File: src/rtl/spi_slave_frame_ctrl_pkg.sv
// rtl/spi_slave_frame_ctrl_pkg.sv - shared state encoding, status bit indices and fill default
package spi_slave_frame_ctrl_pkg;

    typedef enum logic [1:0] {
        ST_IDLE   = 2'd0,
        ST_ARMED  = 2'd1,
        ST_ACTIVE = 2'd2,
        ST_DONE   = 2'd3
    } state_e;

    localparam int STAT_FRAME_DONE  = 0;
    localparam int STAT_RX_OVERRUN  = 1;
    localparam int STAT_TX_UNDERRUN = 2;
    localparam int STAT_ABORT       = 3;

    // Underrun fill is all ones; replicated to the character width by the top.
    localparam logic FILL_BIT = 1'b1;

endpackage

File: src/rtl/spi_slave_sync_fifo.sv
// rtl/spi_slave_sync_fifo.sv - first-word-fall-through FIFO with wrap-bit full/empty
module spi_slave_sync_fifo #(
    parameter int CHAR_NBITS = 32,
    parameter int FIFO_DEPTH = 4
) (
    input  logic                  clk,
    input  logic                  rst,
    input  logic                  push,
    input  logic [CHAR_NBITS-1:0] push_data,
    input  logic                  pop,
    output logic [CHAR_NBITS-1:0] head,
    output logic                  full,
    output logic                  empty
);

    localparam int AW = $clog2(FIFO_DEPTH);

    logic [AW:0]           wr_ptr_q, wr_ptr_d;
    logic [AW:0]           rd_ptr_q, rd_ptr_d;
    logic [CHAR_NBITS-1:0] mem_q [FIFO_DEPTH];
    logic [CHAR_NBITS-1:0] mem_d [FIFO_DEPTH];
    logic                  push_ok;
    logic                  pop_ok;

    assign empty = (wr_ptr_q == rd_ptr_q);
    assign full  = (wr_ptr_q[AW] != rd_ptr_q[AW]) && (wr_ptr_q[AW-1:0] == rd_ptr_q[AW-1:0]);
    assign head  = mem_q[rd_ptr_q[AW-1:0]];

    // A pop frees the slot in the same cycle, so a full FIFO still accepts a push.
    assign pop_ok  = pop && !empty;
    assign push_ok = push && (!full || pop_ok);

    always_comb begin
        wr_ptr_d = wr_ptr_q;
        rd_ptr_d = rd_ptr_q;
        for (int i = 0; i < FIFO_DEPTH; i++) begin
            mem_d[i] = mem_q[i];
        end
        if (push_ok) begin
            mem_d[wr_ptr_q[AW-1:0]] = push_data;
            wr_ptr_d = wr_ptr_q + (AW+1)'(1);
        end
        if (pop_ok) begin
            rd_ptr_d = rd_ptr_q + (AW+1)'(1);
        end
    end

    always_ff @(posedge clk or posedge rst) begin
        if (rst) begin
            wr_ptr_q <= '0;
            rd_ptr_q <= '0;
        end else begin
            wr_ptr_q <= wr_ptr_d;
            rd_ptr_q <= rd_ptr_d;
        end
    end

    always_ff @(posedge clk) begin
        mem_q <= mem_d;
    end

endmodule

File: src/rtl/spi_slave_frame_ctrl.sv
// rtl/spi_slave_frame_ctrl.sv - SPI slave frame controller; SPI_SLAVE_FRAME_CNT_EN adds a per-frame character counter
module spi_slave_frame_ctrl
    import spi_slave_frame_ctrl_pkg::*;
#(
    parameter int                    CHAR_NBITS = 32,
    parameter int                    FIFO_DEPTH = 4,
    parameter logic [CHAR_NBITS-1:0] FILL_CHAR  = {CHAR_NBITS{FILL_BIT}}
) (
    input  logic                  S_SYSCLK,
    input  logic                  S_RESET,
    input  logic                  CFG_ENABLE,
    input  logic                  CFG_CPOL,
    input  logic                  CFG_CPHA,
    input  logic                  CFG_REV,
    input  logic [3:0]            CFG_CHAR_LEN,
    input  logic [CHAR_NBITS-1:0] TX_DATA,
    input  logic                  TX_VALID,
    output logic                  TX_READY,
    output logic [CHAR_NBITS-1:0] RX_DATA,
    output logic                  RX_VALID,
    input  logic                  RX_READY,
    output logic [3:0]            STAT,
    input  logic [3:0]            STAT_CLR,
    input  logic [3:0]            IRQ_MASK,
    output logic                  IRQ,
    input  logic                  SPI_CS,
    output logic                  C_ENABLE,
    output logic                  C_CPOL,
    output logic                  C_CPHA,
    output logic                  C_REV,
    output logic [3:0]            C_CHAR_LEN,
    output logic [CHAR_NBITS-1:0] C_WCHAR,
    input  logic [CHAR_NBITS-1:0] C_RCHAR,
    input  logic                  C_CHAR_DONE,
    output logic [15:0]           FRAME_CHARS
);

    state_e                state_q, state_d;
    logic                  loaded_q, loaded_d;
    logic [1:0]            cs_sync_q, cs_sync_d;
    logic                  cs_prev_q, cs_prev_d;
    logic [1:0]            done_sync_q, done_sync_d;
    logic                  done_prev_q, done_prev_d;
    logic                  char_ev_q, char_ev_d;
    logic                  c_enable_q, c_enable_d;
    logic                  c_cpol_q, c_cpol_d;
    logic                  c_cpha_q, c_cpha_d;
    logic                  c_rev_q, c_rev_d;
    logic [3:0]            c_char_len_q, c_char_len_d;
    logic [CHAR_NBITS-1:0] c_wchar_q, c_wchar_d;
    logic [3:0]            stat_q, stat_d;
    logic                  irq_q, irq_d;
    logic [3:0]            stat_set;
    logic                  frame_start, frame_end;
    logic                  tx_push, tx_pop, tx_full, tx_empty;
    logic [CHAR_NBITS-1:0] tx_head;
    logic                  rx_push, rx_pop, rx_full, rx_empty;

    spi_slave_sync_fifo #(.CHAR_NBITS(CHAR_NBITS), .FIFO_DEPTH(FIFO_DEPTH)) u_tx_fifo (
        .clk       (S_SYSCLK),
        .rst       (S_RESET),
        .push      (tx_push),
        .push_data (TX_DATA),
        .pop       (tx_pop),
        .head      (tx_head),
        .full      (tx_full),
        .empty     (tx_empty)
    );

    spi_slave_sync_fifo #(.CHAR_NBITS(CHAR_NBITS), .FIFO_DEPTH(FIFO_DEPTH)) u_rx_fifo (
        .clk       (S_SYSCLK),
        .rst       (S_RESET),
        .push      (rx_push),
        .push_data (C_RCHAR),
        .pop       (rx_pop),
        .head      (RX_DATA),
        .full      (rx_full),
        .empty     (rx_empty)
    );

    assign TX_READY   = !tx_full;
    assign RX_VALID   = !rx_empty;
    assign tx_push    = TX_VALID && !tx_full;
    assign rx_pop     = RX_READY && !rx_empty;
    assign STAT       = stat_q;
    assign IRQ        = irq_q;
    assign C_ENABLE   = c_enable_q;
    assign C_CPOL     = c_cpol_q;
    assign C_CPHA     = c_cpha_q;
    assign C_REV      = c_rev_q;
    assign C_CHAR_LEN = c_char_len_q;
    assign C_WCHAR    = c_wchar_q;

    // Chip select is low active: a falling synced edge opens a frame.
    assign frame_start = cs_prev_q && !cs_sync_q[1];
    assign frame_end   = !cs_prev_q && cs_sync_q[1];

    always_comb begin
        cs_sync_d   = {cs_sync_q[0], SPI_CS};
        cs_prev_d   = cs_sync_q[1];
        done_sync_d = {done_sync_q[0], C_CHAR_DONE};
        done_prev_d = done_sync_q[1];
        char_ev_d   = done_sync_q[1] && !done_prev_q;
    end

    always_comb begin
        state_d      = state_q;
        loaded_d     = loaded_q;
        c_enable_d   = c_enable_q;
        c_cpol_d     = c_cpol_q;
        c_cpha_d     = c_cpha_q;
        c_rev_d      = c_rev_q;
        c_char_len_d = c_char_len_q;
        c_wchar_d    = c_wchar_q;
        stat_set     = '0;
        tx_pop       = 1'b0;
        rx_push      = 1'b0;
        case (state_q)
            ST_IDLE: begin
                c_enable_d = 1'b0;
                loaded_d   = 1'b0;
                if (CFG_ENABLE) begin
                    state_d = ST_ARMED;
                end
            end
            ST_ARMED: begin
                if (!CFG_ENABLE) begin
                    state_d    = ST_IDLE;
                    c_enable_d = 1'b0;
                    loaded_d   = 1'b0;
                end else begin
                    // Configuration and first character are captured once per arming.
                    if (!loaded_q) begin
                        c_cpol_d     = CFG_CPOL;
                        c_cpha_d     = CFG_CPHA;
                        c_rev_d      = CFG_REV;
                        c_char_len_d = CFG_CHAR_LEN;
                        tx_pop       = 1'b1;
                        c_wchar_d    = tx_empty ? FILL_CHAR : tx_head;
                        c_enable_d   = 1'b1;
                        loaded_d     = 1'b1;
                    end
                    if (frame_start) begin
                        state_d = ST_ACTIVE;
                    end
                end
            end
            ST_ACTIVE: begin
                if (!CFG_ENABLE) begin
                    state_d                = ST_IDLE;
                    c_enable_d             = 1'b0;
                    loaded_d               = 1'b0;
                    stat_set[STAT_ABORT]   = 1'b1;
                end else begin
                    if (char_ev_q) begin
                        rx_push = 1'b1;
                        if (rx_full && !rx_pop) begin
                            stat_set[STAT_RX_OVERRUN] = 1'b1;
                        end
                        tx_pop = 1'b1;
                        if (tx_empty) begin
                            c_wchar_d                  = FILL_CHAR;
                            stat_set[STAT_TX_UNDERRUN] = 1'b1;
                        end else begin
                            c_wchar_d = tx_head;
                        end
                    end
                    if (frame_end) begin
                        state_d = ST_DONE;
                    end
                end
            end
            ST_DONE: begin
                stat_set[STAT_FRAME_DONE] = 1'b1;
                loaded_d                  = 1'b0;
                if (CFG_ENABLE) begin
                    state_d = ST_ARMED;
                end else begin
                    state_d    = ST_IDLE;
                    c_enable_d = 1'b0;
                end
            end
            default: begin
                state_d    = ST_IDLE;
                c_enable_d = 1'b0;
                loaded_d   = 1'b0;
            end
        endcase
        stat_d = (stat_q & ~STAT_CLR) | stat_set;
        irq_d  = |(stat_q & IRQ_MASK);
    end

    always_ff @(posedge S_SYSCLK or posedge S_RESET) begin
        if (S_RESET) begin
            state_q      <= ST_IDLE;
            loaded_q     <= 1'b0;
            cs_sync_q    <= 2'b11;
            cs_prev_q    <= 1'b1;
            done_sync_q  <= 2'b00;
            done_prev_q  <= 1'b0;
            char_ev_q    <= 1'b0;
            c_enable_q   <= 1'b0;
            c_cpol_q     <= 1'b0;
            c_cpha_q     <= 1'b0;
            c_rev_q      <= 1'b0;
            c_char_len_q <= 4'd0;
            c_wchar_q    <= FILL_CHAR;
            stat_q       <= 4'd0;
            irq_q        <= 1'b0;
        end else begin
            state_q      <= state_d;
            loaded_q     <= loaded_d;
            cs_sync_q    <= cs_sync_d;
            cs_prev_q    <= cs_prev_d;
            done_sync_q  <= done_sync_d;
            done_prev_q  <= done_prev_d;
            char_ev_q    <= char_ev_d;
            c_enable_q   <= c_enable_d;
            c_cpol_q     <= c_cpol_d;
            c_cpha_q     <= c_cpha_d;
            c_rev_q      <= c_rev_d;
            c_char_len_q <= c_char_len_d;
            c_wchar_q    <= c_wchar_d;
            stat_q       <= stat_d;
            irq_q        <= irq_d;
        end
    end

`ifdef SPI_SLAVE_FRAME_CNT_EN
    logic [15:0] cnt_q, cnt_d;
    logic [15:0] frame_chars_q, frame_chars_d;

    always_comb begin
        cnt_d         = cnt_q;
        frame_chars_d = frame_chars_q;
        if (frame_start) begin
            cnt_d = 16'd0;
        end else if (state_q == ST_ACTIVE && char_ev_q && cnt_q != 16'hFFFF) begin
            cnt_d = cnt_q + 16'd1;
        end
        if (state_q == ST_ACTIVE && CFG_ENABLE && frame_end) begin
            frame_chars_d = cnt_d;
        end
    end

    always_ff @(posedge S_SYSCLK or posedge S_RESET) begin
        if (S_RESET) begin
            cnt_q         <= 16'd0;
            frame_chars_q <= 16'd0;
        end else begin
            cnt_q         <= cnt_d;
            frame_chars_q <= frame_chars_d;
        end
    end

    assign FRAME_CHARS = frame_chars_q;
`else
    assign FRAME_CHARS = 16'd0;
`endif

endmodule
File: config.mk
export PLATFORM = sky130hd
export DESIGN_NAME = spi_slave_frame_ctrl
export DESIGN_NICKNAME = d
export VERILOG_FILES = /design/src/rtl/spi_slave_frame_ctrl_pkg.sv /design/src/rtl/spi_slave_sync_fifo.sv /design/src/rtl/spi_slave_frame_ctrl.sv
export SDC_FILE = /design/constraint.sdc
export NUM_CORES = 1
export LEC_CHECK = 0
export BUFFER_PORTS_ARGS = -buffer_cell sky130_fd_sc_hd__buf_2
export CORE_UTILIZATION = 57
export DETAILED_ROUTE_END_ITERATION = 6
export MAX_ROUTING_LAYER = met4
export PLACE_DENSITY = 0.76
export SYNTH_ARGS = -nofsm -noshare
export SYNTH_HDL_FRONTEND = slang
export SYNTH_SLANG_ARGS = --single-unit
export TNS_END_PERCENT = 30
File: constraint.sdc
create_clock -name S_SYSCLK -period 3.4 [get_ports S_SYSCLK]
set_input_delay 0.68 -clock S_SYSCLK [delete_from_list [all_inputs] [get_ports S_SYSCLK]]
set_output_delay 0.68 -clock S_SYSCLK [all_outputs]
set_load 0.05 [all_outputs]
==> Word level (Yosys, flattened, before mapping) <==
Cells that the tools add are included.
{ "totals": {"reg_bits": 323, "input_bits": 86, "output_inout_bits": 95, "elab_cells": 142} }
{ "classes": {"add_sub_neg": 4, "magnitude_cmp": 6, "eq_ne": 19, "n_mux": 44, "n_bitwise": 9, "reduce_logical": 33} }
{ "ops": {"columns": ["op", "n"], "rows": [
  ["two-way mux 32 bit", 11],
  ["bitwise mux 128 bit", 2],
  ["binary-select mux 32 bit (select 2 bit)", 2],
  ["demux 32 bit (select 2 bit)", 2],
  ["one-hot mux 32 bit (2 select lines)", 1],
  ["logical AND 1 bit", 14],
  ["two-way mux 1 bit", 14],
  ["two-way mux 2 bit", 7],
  ["!= test 2 bit (second input constant)", 7],
  ["adder 3 x 1 -> 3 bit (second input constant)", 4],
  [">= comparator 3 bit (second input constant)", 4],
  ["NOT 2 -> 3 bit", 4],
  ["!= test 3 bit (second input constant)", 3],
  ["bitwise AND 4 bit", 2],
  ["zero test 1 bit", 8],
  ["one-hot mux 2 bit (4 select lines)", 1],
  ["equality test 3 bit", 2],
  ["less-than comparator 3 x 1 -> 1 bit (second input constant)", 2],
  ["one-hot mux 1 bit (3 select lines)", 2],
  ["AND reduction 3 bit", 2],
  ["AND reduction 5 bit", 1],
  ["equality test 2 bit", 2],
  ["equality test 2 bit (second input constant)", 2],
  ["NOT 4 bit", 1],
  ["12 further kinds", 15]
]} }

==> Longest topological paths before layout <==
Gate-level depths: netlist of run 1.
{ "depth": {"word_depth": 10, "depth_mapped": 9, "depth_no_buf": 6} }

==> Hierarchy <==
Synthesis of run 1 repeated with hierarchy kept, for this count alone.
{ "hier_totals": {"hier_cells": 676, "area_unflattened_um2": 12777.3} }
{ "modules_own_cells": {"columns": ["mod", "instances", "cells_each", "area_per_inst_um2", "seq_area_each_um2"], "rows": [
  ["spi_slave_sync_fifo", 2, 222, 5121.2, 3993.8],
  ["spi_slave_frame_ctrl", 1, 232, 2534.9, 1420.1]
]} }

==> Worst setup path before layout of run 1 <==
No wires, ideal clock.
{ "synth_timing": {"kind": "input-to-reg", "startpoint": "input port CFG_ENABLE", "endpoint": "register u_rx_fifo.mem_q[100] (netlist bit) (enable)", "setup_time_ns": 0.392, "arrival_ns": 2.087, "t_required_ns": 3.008, "setup_slack_ns": 0.921, "path_stages": 4, "path_buffers": 1, "path_cell_list": "buf_4 -> nand3_1 -> a41oi_4 -> and2_1"} }
{ "synth_via": {"elab_chain_cells": 3} }
{ "synth_lines": {"columns": ["item", "line", "text"], "rows": [
  ["start, declared", "spi_slave_frame_ctrl.sv:11", "input logic CFG_ENABLE,"],
  ["two-way mux 1 bit", "spi_slave_frame_ctrl.sv:149", "if (!CFG_ENABLE) begin"],
  ["two-way mux 1 bit", "spi_slave_frame_ctrl.sv:118", "case (state_q)"],
  ["logical AND 1 bit", "spi_slave_sync_fifo.sv:31", "assign push_ok = push && (!full || pop_ok);"],
  ["end signal, assigned", "spi_slave_sync_fifo.sv:59", "mem_q <= mem_d;"],
  ["end, declared", "spi_slave_sync_fifo.sv:20", "logic [CHAR_NBITS-1:0] mem_q [FIFO_DEPTH];"]
]} }
No other way between the ends.
A chain may end at the register's enable or synchronous reset.

==> Worst setup path after layout of run 1 <==
{ "layout_timing": {"startpoint": "register u_rx_fifo.rd_ptr_q[1]", "endpoint": "output port RX_DATA[19]"} }
{ "layout_via": {"elab_chain_cells": 4} }
{ "layout_lines": {"columns": ["item", "line", "text"], "rows": [
  ["start, declared", "spi_slave_sync_fifo.sv:19", "logic [AW:0] rd_ptr_q, rd_ptr_d;"],
  ["start signal, assigned", "spi_slave_sync_fifo.sv:54", "rd_ptr_q <= rd_ptr_d;"],
  ["NOT 2 -> 3 bit (implied by the code)", "spi_slave_sync_fifo.sv:27", "assign head = mem_q[rd_ptr_q[AW-1:0]];"],
  ["binary-select mux 32 bit (select 2 bit)", "spi_slave_sync_fifo.sv:27", null],
  ["two-way mux 32 bit (implied by the code) (2 in a row)", "spi_slave_sync_fifo.sv:27", null],
  ["end, declared", "spi_slave_frame_ctrl.sv:19", "output logic [CHAR_NBITS-1:0] RX_DATA,"]
]} }
No other way between the ends. The select of a mux whose other input is x is not followed.

==> results.py, run 1 <==
metrics = {
    "outcome": {
        "outcome": "finished clean",
    },
    "detailed_routing": {
        "vias": 6287,
        "antenna_left": 0,
        "drtIter0Drc": 326,
        "routedWlPerCell_um": 20.4,
        "via_per_inst": 5.54,
        "drcViolationCount": 0,
        "wirelength_um": 23100,
        "drtPass1Iterations": 4,
    },
    "sta": {
        "finalSetupViolations": 0,
        "rsz0062_at_grt": "false",
        "slew_headroom_pct": 28.0,
        "fin_setup_tns_ns": 0,
        "setup_slack_ns": 0.227,
        "fin_crit_ns": 3.17,
        "finalCritPeriodShare_pct": 93.3,
        "clock.fmax_mhz": 315,
        "hold_violations": 0,
        "tightest_slew_ns": 1.08,
        "slew_violations": 0,
        "finClkSkew_ns": 0.0177,
    },
    "grt": {
        "grt_start_max_net_pins": 46,
        "grt_pass1_wl_um": 35000,
        "antenna_found_initial": 5,
        "overflow": 0,
        "grt_usage_pct": 21.3,
        "grt_pass1_vias": 6541,
    },
    "clock_network": {
        "clk_pin_slew_ns": 0.06,
        "cts.sinks": 323,
        "cts_tree": "yes",
        "cts-buffers-inserted": 31,
        "clk_path_buf_depth": 3,
        "root_buffer": "clkbuf_16",
        "worstSkewPairLatency_ns": 0.56,
        "cts_resized": 0,
        "h-tree-depth": 1,
        "post_cts_buffers": 0,
        "cts_hold_buffers": 0,
    },
    "power_and_ir_drop": {
        "p_clk_share_pct": 24.4,
        "p_comb_share_pct": 37.6,
        "total_power_mw": 14.6,
        "intPower_mw": 9.09,
        "swShare_pct": 37.8,
        "peakVddDrop_v": 0.000798,
        "power_leakage_nw": 5.48,
        "pwr_density_cell_mw_per_mm2": 990,
        "switchingPower_mw": 5.52,
        "pwr-share-seq_pct": 38.1,
    },
    "synthesis": {
        "synth_cells": 643,
        "yosys.area.top_type": "edfxtp_1",
        "synth_flop_cell": "edfxtp_1",
        "netlist_area_sq_mm": 0.0126,
        "synth-edff-count": 256,
        "syn_area_per_cell_sq_um": 19.7,
        "synth_cell_type_count": 48,
        "netlist.area_leader.share_pct": 60.8,
        "ys_async_sr_fraction_pct": 20.7,
        "ys_ff_latch": 323,
        "ys_top_cells_by_area": "edfxtp_1, mux4_2, dfstp_2",
        "yosys_warnings": 0,
        "seq_area_frac_synth_pct": 74.4,
    },
    "place": {
        "dp_hpwl_um": 14500,
        "pre_cts_slack_ns": 0.772,
        "dp_cells": 1072,
        "port_buffers": 164,
        "gp_congestion": 0.802,
        "place_area_sq_mm": 0.0137,
    },
    "worst_setup_path": {
        "critPathLaunchType": "flop",
        "end_kind": "primary output",
        "crit_type": "flop to primary output",
        "crit_path_max_fanout": 23,
        "rr_worst_depth": 7,
        "required_ns": 2.72,
        "cp.arrival_ns": 2.49,
    },
    "min_path": {
        "min_path_cells": 1,
        "hold_class": "input port to flop",
    },
    "final_layout": {
        "layout.nets": 926,
        "fillers": 1427,
        "area_growth_pct": 16.7,
        "fin_area_sq_mm": 0.0148,
        "final_cells": 1135,
        "final_layout_size_suffix_gt1_share_pct": 46.6,
    },
    "die": {
        "die_area_sq_mm": 0.0228,
        "initial_core_util_pct": 58.1,
        "die_w_um": 151,
        "ios": 181,
        "die_h_um": 151,
        "rows": 54,
        "core_sq_mm": 0.0218,
    },
    "job": {
        "max_cap_violations": 0,
    },
}
-- registers in the layout, indices dropped and copies added (netlist names) --
register            flops
u_tx_fifo.rd_ptr_q      3
C_CPHA                  1
C_ENABLE                1
u_rx_fifo.rd_ptr_q      3
C_REV                   1
char_ev_q               1
done_sync_q             2
done_prev_q             1
cs_sync_q               2
STAT                    4
C_CHAR_LEN              4
u_tx_fifo.wr_ptr_q      3
u_tx_fifo.mem_q       128
state_q                 2
u_rx_fifo.mem_q       128
IRQ                     1
C_WCHAR                32
cs_prev_q               1
C_CPOL                  1
loaded_q                1
u_rx_fifo.wr_ptr_q      3
-- cells in the mapped netlist (all sizes together) (2+ instances only) --
| master | count |
|---|---|
| edfxtp | 256 |
| xor2 | 4 |
| nand2b | 2 |
| and2 | 9 |
| nor2 | 36 |
| dfstp | 35 |
| a22oi | 2 |
| o31ai | 2 |
| nand4 | 2 |
| buf | 40 |
| mux4 | 64 |
| nor2b | 2 |
| nand2 | 42 |
| ha | 15 |
| inv | 17 |
| xnor2 | 10 |
| o22ai | 4 |
| nand3 | 4 |
| dfrtp | 32 |
| mux2 | 9 |
| o21ai | 37 |
| clkbuf | 5 |
-- area by class of cell --
cell class	instances	area (sq um)	area share (%)
diodes	5	12.5	0.0848
clock inverters	20	246	1.67
multi-input cells	273	2900	19.6
clock buffers	38	832	5.64
flip-flops and latches	323	9410	63.8
well taps	280	350	2.37
repair buffers	179	946	6.41
inverters	17	63.8	0.432
-- routing by layer --
metal / routed length, um / up-vias / GRT usage, %
met5: 0 / - / -
met1: 9180 / 3245 / 26.6
met2: 12000 / 191 / 35.4
met4: 380 / 0 / 5.60
met3: 1610 / 37 / 4.82
li1: - / 2814 / -
-- power groups by stage --
stage | Sequential (mW) | Combinational, mW | Clock [mW]
after floorplan | 6.41 | 3.69 | 0
after global placement | 5.58 | 5.42 | 0
after detailed placement | 5.63 | 5.55 | 0
after CTS | 5.56 | 5.56 | 3.62
after global routing | 5.63 | 5.89 | 3.76
final | 5.56 | 5.49 | 3.56
-- critical path, stage by stage (launching register included) --
cell     delay [ns]
dfrtp_1        1.01
buf_4          0.37
mux4_2         0.33
buf_2          0.23
-- stage by stage --
stage                     hold WS, ns  utilization (%)
after global routing            0.214             67.8
after global placement          0.335             62.8
after detailed placement        0.345             62.8
after CTS                       0.211             67.8
after floorplan                 0.331                -
final                           0.230             67.8
-- layout by cell type, fill, tap and decap left out, types with 7 or more instances in the layout --
master	instances
clkbuf_16	31
dfstp_2	35
dfrtp_1	30
nor2_2	20
o21ai_2	21
conb_1	16
edfxtp_1	256
inv_1	16
buf_2	164
o21ai_1	14
ha_1	15
nor2_1	16
nand2_1	42
buf_4	14
mux2_2	7
mux4_2	61
-- cell families (layout without fill, tap and decap cells) --
kind of cell / after synthesis / in the layout / synth area share, %
mux: 74 / 74 / 12.4
fa+ha+maj: 15 / 15 / 1.48
buf+inv: 62 / 254 / 3.14
compound gates: 54 / 54 / 3.31
xor+xnor: 14 / 14 / 1.39
flops: 323 / 323 / 74.4
simple gates: 100 / 100 / 3.86
other cells: 1 / 21 / 0.0297
-- path summary, 6_finish.rpt --
kind / end / start / slack (ns)
worst min register to register: done_sync_q[1] / done_sync_q[0] / 0.36
min in group asynchronous: STAT[0] / S_RESET / 0.31
worst max register to register: C_WCHAR[16] / state_q[0] / 0.86
worst min-delay path: cs_sync_q[0] / SPI_CS / 0.23
worst max-delay path: RX_DATA[19] / u_rx_fifo.rd_ptr_q[1] / 0.23
max in group asynchronous: C_WCHAR[18] / S_RESET / 2.22
Note: power is estimated with default switching activity, not from simulation.
==> inputs of run 2 (changes only) <==
==> constraint.sdc (replaced) <==
create_clock -name S_SYSCLK -period 3.4 [get_ports S_SYSCLK]
set_input_delay 0.34 -clock S_SYSCLK [delete_from_list [all_inputs] [get_ports S_SYSCLK]]
set_output_delay 0.34 -clock S_SYSCLK [all_outputs]
set_load 0.01 [all_outputs]
==> run 2 against run 1 <==
Compared with the run above:
- the run now ends with design-rule violations left
- sequential power hardly changed
- critical path type unchanged
- utilization down 0.48 points
- setup slack better by 0.56 ns
- sequential share of layout area up 0.46 points
- clock skew shrank 0.0075 ns
- register-to-register slack gained 0.07 ns
- design area down 0.71%
- final cell count stayed put
- power is 13% lower
- critical endpoint is now RX_DATA[26]
==> results.py, run 2 (synthesis results as in run 1) <==
metrics = {
    "final_layout": {
        "fin_area_sq_mm": 0.0147,
        "area_growth_pct": 15.9,
        "fillers": 1429,
        "mostFrequentLayoutCell": "edfxtp_1",
        "final_cell_mix": "edfxtp_1, buf_2, mux4_2",
        "layout.nets": 930,
        "final_layout_size_suffix_gt1_share_pct": 44.7,
    },
    "worst_setup_path": {
        "cp.arrival_ns": 2.27,
        "required_ns": 3.06,
        "end_kind": "primary output",
        "crit_type": "flop to primary output",
        "critPathLaunchType": "flop",
        "crit_path_max_fanout": 34,
    },
    "sta": {
        "slew_violations": 0,
        "fin_setup_tns_ns": 0,
        "fin_crit_ns": 2.61,
        "finalCritPeriodShare_pct": 76.8,
        "finClkSkew_ns": 0.0102,
        "tightest_slew_ns": 0.943,
        "rsz0062_at_grt": "false",
        "clock.fmax_mhz": 383,
        "finalSetupViolations": 0,
        "hold_violations": 0,
        "slew_headroom_pct": 37.1,
    },
    "die": {
        "die_w_um": 151,
        "die_h_um": 151,
        "core_sq_mm": 0.0218,
        "rows": 54,
        "initial_core_util_pct": 58.1,
        "die_area_sq_mm": 0.0228,
        "ios": 181,
    },
    "detailed_routing": {
        "vias": 6220,
        "drtIter0Drc": 346,
        "wirelength_um": 22800,
        "routedWlPerCell_um": 20.1,
        "via_per_inst": 5.48,
        "drcViolationCount": 2,
        "antenna_left": 0,
        "drtPass1Iterations": 7,
    },
    "min_path": {
        "hold_class": "input port to flop",
    },
    "grt": {
        "overflow": 0,
        "grt_pass1_wl_um": 34300,
        "grt_pass1_vias": 6443,
        "antenna_found_initial": 2,
        "grt_usage_pct": 20.9,
        "grt_start_max_net_pins": 35,
    },
    "outcome": {
        "violations": "design-rule violations",
        "outcome": "complete, but fails checks",
    },
    "clock_network": {
        "cts_tree": "yes",
        "worstSkewPairLatency_ns": 0.53,
        "cts.sinks": 323,
        "clk_path_buf_depth": 3,
        "cts-buffers-inserted": 31,
        "clk_pin_slew_ns": 0.06,
        "root_buffer": "clkbuf_16",
        "cts_resized": 0,
        "h-tree-depth": 1,
    },
    "power_and_ir_drop": {
        "total_power_mw": 12.7,
        "pwr_density_cell_mw_per_mm2": 867,
        "power_leakage_nw": 5.43,
        "peakVddDrop_v": 0.000647,
    },
    "job": {
        "max_cap_violations": 0,
    },
    "place": {
        "gp_congestion": 0.748,
        "place_area_sq_mm": 0.0136,
        "port_buffers": 164,
        "dp_hpwl_um": 14000,
    },
}
==> run 2: per-layer routing <==
| layer | routed length, um | part of all wire [%] | vias up | GRT usage, % |
|---|---|---|---|---|
| met2 | 11700 | 51 | 201 | 35.2 |
| met4 | 393 | 1.7 | 0 | 4.80 |
| li1 | - | - | 2829 | - |
| met3 | 1460 | 6.4 | 35 | 4.37 |
| met1 | 9250 | 41 | 3155 | 26.2 |
| met5 | 0 | 0 | - | - |
==> run 2: worst paths after layout <==
| kind | start | end | slack, ns | depth (start not counted) |
|---|---|---|---|---|
| min in group asynchronous | S_RESET | IRQ | 0.40 | 3 |
| max in group asynchronous | S_RESET | cs_sync_q[1] | 2.22 | 4 |
| setup / recovery | u_rx_fifo.rd_ptr_q[0] | RX_DATA[26] | 0.79 | 3 |
| setup reg to reg | state_q[0] | u_rx_fifo.mem_q[50] | 0.93 | 6 |
| hold reg to reg | done_sync_q[0] | done_sync_q[1] | 0.35 | 0 |
| hold / removal | TX_DATA[1] | u_tx_fifo.mem_q[33] | 0.02 | 1 |
==> run 2: area by class of cell <==
| cell class | count | area [sq um] | share of cell area [%] |
|---|---|---|---|
| Clock buffer | 51 | 911 | 6.22 |
| Tap cell | 280 | 350 | 2.39 |
| Multi-Input combinational cell | 273 | 2900 | 19.8 |
| Clock inverter | 5 | 30.0 | 0.205 |
| Inverter | 17 | 63.8 | 0.436 |
| Timing Repair Buffer | 183 | 983 | 6.71 |
| Antenna cell | 3 | 7.51 | 0.0512 |
| Sequential cell | 323 | 9410 | 64.2 |
==> run 2: repair_timing <==
item	in CTS	in global routing
hold buffers	7	1
buffers inserted	0	0
endpoints found under the hold margin	28	3
==> run 2: through the flow <==
stage	util [%]	setup WS, ns	cells	hold WS, ns
final	67.3	0.789	1135	0.0165
after global routing	67.3	0.645	1134	0.000301
after CTS	67.3	0.726	1131	0.00120
after detailed placement	62.6	0.953	1068	0.343
after global placement	62.6	1.09	1068	0.342
after floorplan	-	0.950	658	0.331
==> run 2: report_power, final <==
part	switching [mW]	leakage, nW	internal, mW
clock network	1.33	0.461	1.82
logic	2.27	1.89	1.75
registers	0.360	3.08	5.18
total	3.95	5.43	8.75
==> run 2: worst max-delay path, stage by stage (launching register included) <==
cell and delay [ns]:
dfrtp_2 0.38, buf_4 0.54, mux4_2 0.62, buf_2 0.16
